## config.mk

```make
export PLATFORM = sky130hd
export DESIGN_NAME = clock_divider_prog
export DESIGN_NICKNAME = d
export VERILOG_FILES = /design/src/rtl/clock_divider_prog.sv
export SDC_FILE = /design/constraint.sdc
export NUM_CORES = 1
export LEC_CHECK = 0
export ABC_CLOCK_PERIOD_IN_PS = 4540
export BUFFER_PORTS_ARGS = -buffer_cell sky130_fd_sc_hd__buf_2
export CAP_MARGIN = 40
export CORE_AREA = 2 2 131 101
export DETAILED_ROUTE_END_ITERATION = 10
export DIE_AREA = 0 0 133 103
export PLACE_DENSITY = 0.78
export REMOVE_ABC_BUFFERS = 1
export SETUP_SLACK_MARGIN = 0.05
export SLEW_MARGIN = 10
export SYNTH_ARGS = -nofsm -noshare
export SYNTH_HDL_FRONTEND = slang
export SYNTH_SLANG_ARGS = --single-unit
```

## constraint.sdc

```tcl
create_clock -name clock_in -period 4.54 [get_ports clock_in]
set_clock_uncertainty 0.1 [all_clocks]
set_input_delay 0.681 -clock clock_in [delete_from_list [all_inputs] [get_ports clock_in]]
set_output_delay 0.681 -clock clock_in [all_outputs]
set_load 0.01 [all_outputs]
```

## src/rtl/clock_divider_prog.sv

```systemverilog
// Programmable clock divider: square-wave clock_out plus a one-cycle tick per period.
// Divisor changes are staged in a pending register and take effect only at a period boundary or restart.
module clock_divider_prog #(
    parameter int          WIDTH       = 28,
    parameter int unsigned DEFAULT_DIV = 50000000
) (
    input  logic             clock_in,
    input  logic             reset_n,
    input  logic             enable,
    input  logic             restart,
    input  logic             div_load,
    input  logic [WIDTH-1:0] div_value,
    output logic             clock_out,
    output logic             tick,
    output logic             load_err,
    output logic [WIDTH-1:0] div_active
);

    localparam logic [WIDTH-1:0] DEFAULT_DIV_W = DEFAULT_DIV[WIDTH-1:0];
    localparam logic [WIDTH-1:0] MIN_DIV       = WIDTH'(2);

    logic [WIDTH-1:0] counter;
    logic [WIDTH-1:0] pending;
    logic             pending_valid;

    logic [WIDTH-1:0] counter_next;
    logic [WIDTH-1:0] div_next;
    logic [WIDTH-1:0] half_next;
    logic [WIDTH-1:0] pending_next;
    logic             pending_valid_next;
    logic             clock_out_next;
    logic             tick_next;
    logic             load_err_next;
    logic             wrap;

    always_comb begin
        // NOTE: every variable gets a default before any branch so no path leaves it unassigned (no latch).
        counter_next       = counter;
        div_next           = div_active;
        half_next          = div_active >> 1;
        pending_next       = pending;
        pending_valid_next = pending_valid;
        clock_out_next     = clock_out;
        tick_next          = 1'b0;
        load_err_next      = 1'b0;
        wrap               = (counter == div_active - WIDTH'(1));

        if (restart) begin
            counter_next   = '0;
            clock_out_next = 1'b0;
            if (pending_valid) begin
                div_next           = pending;
                pending_valid_next = 1'b0;
            end
        end else if (enable) begin
            if (wrap) begin
                counter_next = '0;
                if (pending_valid) begin
                    div_next           = pending;
                    pending_valid_next = 1'b0;
                end
            end else begin
                counter_next = counter + WIDTH'(1);
            end
            // Half is taken from the divisor of the period being entered, so a switch never leaves a runt.
            half_next      = div_next >> 1;
            clock_out_next = (counter_next < half_next);
            tick_next      = wrap;
        end

        // A load after the boundary logic above: a same-cycle wrap consumes the old pending value first.
        if (div_load) begin
            if (div_value >= MIN_DIV) begin
                pending_next       = div_value;
                pending_valid_next = 1'b1;
            end else begin
                load_err_next = 1'b1;
            end
        end
    end

    // NOTE: sequential state uses non-blocking assignments so all registers update together on the edge.
    always_ff @(posedge clock_in) begin
        if (!reset_n) begin
            counter       <= '0;
            clock_out     <= 1'b0;
            tick          <= 1'b0;
            load_err      <= 1'b0;
            div_active    <= DEFAULT_DIV_W;
            pending       <= '0;
            pending_valid <= 1'b0;
        end else begin
            counter       <= counter_next;
            clock_out     <= clock_out_next;
            tick          <= tick_next;
            load_err      <= load_err_next;
            div_active    <= div_next;
            pending       <= pending_next;
            pending_valid <= pending_valid_next;
        end
    end

endmodule

```

==> results.toml <==
[outcome]
status = "complete, but fails checks"
violations = "negative setup slack"

[global_route]
grt_pass1_vias = 5283
grt_max_degree = 55
grt_pass1_wl_um = 27900
grt-ovfl-total = 0
antenna_found_initial = 0
track_usage = 0.261

[logic_synthesis]
syn_area_per_cell_um2 = 8.49
ys_warn_count = 0
yosysTopAreaCell = "dfxtp_1"
synth_seq_cells = 88
synth_top_area_frac = 0.295
seq_area_frac_synth = 0.295
synth_ff_type = "dfxtp_1"
synth_cell_types = 65
syn_inst = 704
synth_common_cells = "91 x nor2_1, 88 x dfxtp_1, 80 x mux2i_1, 65 x nand2_1, 32 x xnor2_1"
synth_edf_count = 0
syn-cell-area_um2 = 5980
postSynth.asyncResetShare = 0
synth_area_leaders = "dfxtp_1 29%, mux2i_1 13%, ha_1 5.9%, nor2_1 5.7%, xnor2_1 4.7%"
yosysMostFrequentCell = "nor2_1"

[clocking]
cts_buffer_depth = 2
numCtsBuffers = 9
cts_max_level = 3
clk_pin_slew_ps = 80
clock-sinks = 88
cts_root_buffer = "clkbuf_16"
cts_tree = "yes"
worstSkewPairLatency_ps = 360

[detailed_routing]
drt_iter0_markers = 537
viasPerCell = 5.78
wl_per_cell_um = 17.7
drc = 0
drt_wl_total_um = 17700
dr.pass1.iters = 5
dr_total_vias = 5790
antenna_left = 0

[sta]
worst_slew_pin_slew_ps = 827
finalSetupViolCount = 1
tns_ps = -87.9
max_freq_mhz = 216
final.period_utilization = 1.02
hold_violations = 0
slew_headroom = 0.448
rsz0062_at_grt = "yes"
hold_ws_ps = 388
fin_crit_ps = 4630
setup_slack_ps = -87.9
slew_violations = 0

[power]
p_leak_nw = 3.12
irDropWorstVdd_mv = 0.266
pwr-share-seq = 0.446
clkPwrFrac = 0.408
p_int_mw = 1.32
p_sw_uw = 530
p_per_area_nw_per_um2 = 247
sw_frac_of_total = 0.286
combPwrFrac = 0.146
total_power_mw = 1.85

[critical_path]
arrival_ps = 4830
setup.worst_path.end_class = "flip-flop"
cp_cell_sequence = "inv_2 > ha_4 > or4b_4 > buf_6 > nor3_4 > nor4b_4 > nand4_1 > a211oi_2 > and4_4 > and3_4 > mux2i_1 > ha_1 > a21o_1 > a21o_1 > a21o_1 > a21o_1 > a21oi_2 > nor2_1 > a2111oi_2 > buf_4 > o221ai_2 > a21oi_2"
crit_fanout = 5
crit_family = "simple AND/OR/NAND/NOR gates"
cpPeakStageDelay_ps = 500
worstPathRequired_ps = 4740
cpMaxStageDelayCell = "or4b_4"
worst_setup_path_start_kind = "flip-flop"
cp_common_cell = "a21o_1"
criticalPathCategory = "flip-flop to flip-flop"
worst-path-buf-inv = 3

[floorplan]
top_level_ports = 64
start_util = 0.476
die-area_um2 = 13700
die_h_um = 103
die_width_um = 133
core_um2 = 12600
rows = 36

[placement]
io_buffers = 63
placed_area_um2 = 6890
dp.cells = 970
hpwl_um = 12700
place_ws_ps = -264
gp_congestion = 0.930

[layout]
finish.utilization = 0.595
syn2layout_area_growth_pct = 25.1
final_area_um2 = 7480
drive_gt1_frac = 0.260
nets = 887
antennaDiodeCount = 0
fin_cells = 1002

[job]
drv_cap = 0

[hold_path]
hold_path_class = "flip-flop to flip-flop"
-- registers in the layout (all words and copies together) (netlist names) --
| name | cells |
|---|---|
| clock_out | 1 |
| tick | 1 |
| div_active | 28 |
| pending | 28 |
| counter | 28 |
| load_err | 1 |
| pending_valid | 1 |
-- path summary, 6_finish.rpt --
| check | cells past startpoint | slack [ps] | startpoint | end |
|---|---|---|---|---|
| worst min-delay path | 2 | 390 | pending[17] | pending[17] |
| worst max-delay path | 22 | -90 | div_active[1] | clock_out |
| worst max register to register | 22 | -90 | div_active[1] | clock_out |
| worst min register to register | 2 | 390 | pending[17] | pending[17] |
-- cell usage in the layout (no fill, tap or decap), drive strengths merged, types with 10 or more instances in the layout --
| master | count |
|---|---|
| nor4 | 17 |
| dfxtp | 88 |
| o21ai | 10 |
| o31ai | 25 |
| nand2 | 65 |
| xnor2 | 32 |
| inv | 14 |
| ha | 28 |
| clkbuf | 10 |
| and2 | 27 |
| mux2i | 80 |
| nand4 | 13 |
| xor2 | 25 |
| nor2b | 10 |
| nor2 | 91 |
| a21o | 11 |
| nor3 | 16 |
| buf | 154 |
| nand3 | 21 |
| a21oi | 22 |
-- kinds of logic (layout without fill, tap and decap cells) --
kind of cell    Yosys count  count (layout)  share of synthesized area
compound gates           96              96                      0.116
buf+inv                  52             179                     0.0482
flops                    88              88                      0.295
fa+ha+maj                28              28                     0.0586
simple gates            303             303                      0.265
xor+xnor                 57              57                     0.0835
mux                      80              80                      0.134
-- worst reg2reg max path: cells and delay by family, from the launching register on --
family / cells / cell delay, ps
and+or+nand+nor: 7 / 1620
AOI/OAI and AO/OA: 9 / 1550
buffers and inverters: 3 / 390
adders and majority gates: 2 / 390
DFF: 1 / 330
muxes: 1 / 190
-- per-layer routing --
metal,vias up,routed length [um],share of wire,global-route usage
li1,2766,-,-,-
met1,2697,8310,0.47,0.372
met2,283,7490,0.42,0.397
met3,44,1410,0.079,0.0482
met4,0,494,0.028,0.0935
met5,-,0,0,0
-- power by group through the flow --
stage / Sequential (mW) / Combinational, mW / Clock, mW
2_1_floorplan: 0.845 / 0.135 / 0
3_3_place_gp: 0.840 / 0.240 / 0
3_5_place_dp: 0.841 / 0.247 / 0
4_1_cts: 0.823 / 0.263 / 0.765
5_1_grt: 0.827 / 0.292 / 0.796
6_report: 0.824 / 0.271 / 0.755
-- final cells by class --
cell class	count	area (um^2)
Clock inverter	6	55.1
Clock buffer	10	239
Tap cell	171	214
Multi-Input combinational cell	564	4070
Timing Repair Buffer	155	1110
Inverter	8	30.0
Sequential cell	88	1760
Fill cell	1033	5090
-- what timing repair did --
item	in CTS	in global routing
gates resized for setup	35	2
endpoints found under the setup margin	1	1
setup buffers	14	1
gates cloned	1	0
pin swaps	21	5
hold buffers	0	0
hold endpoints to repair	0	0
Note: power is estimated with default switching activity, not from simulation.
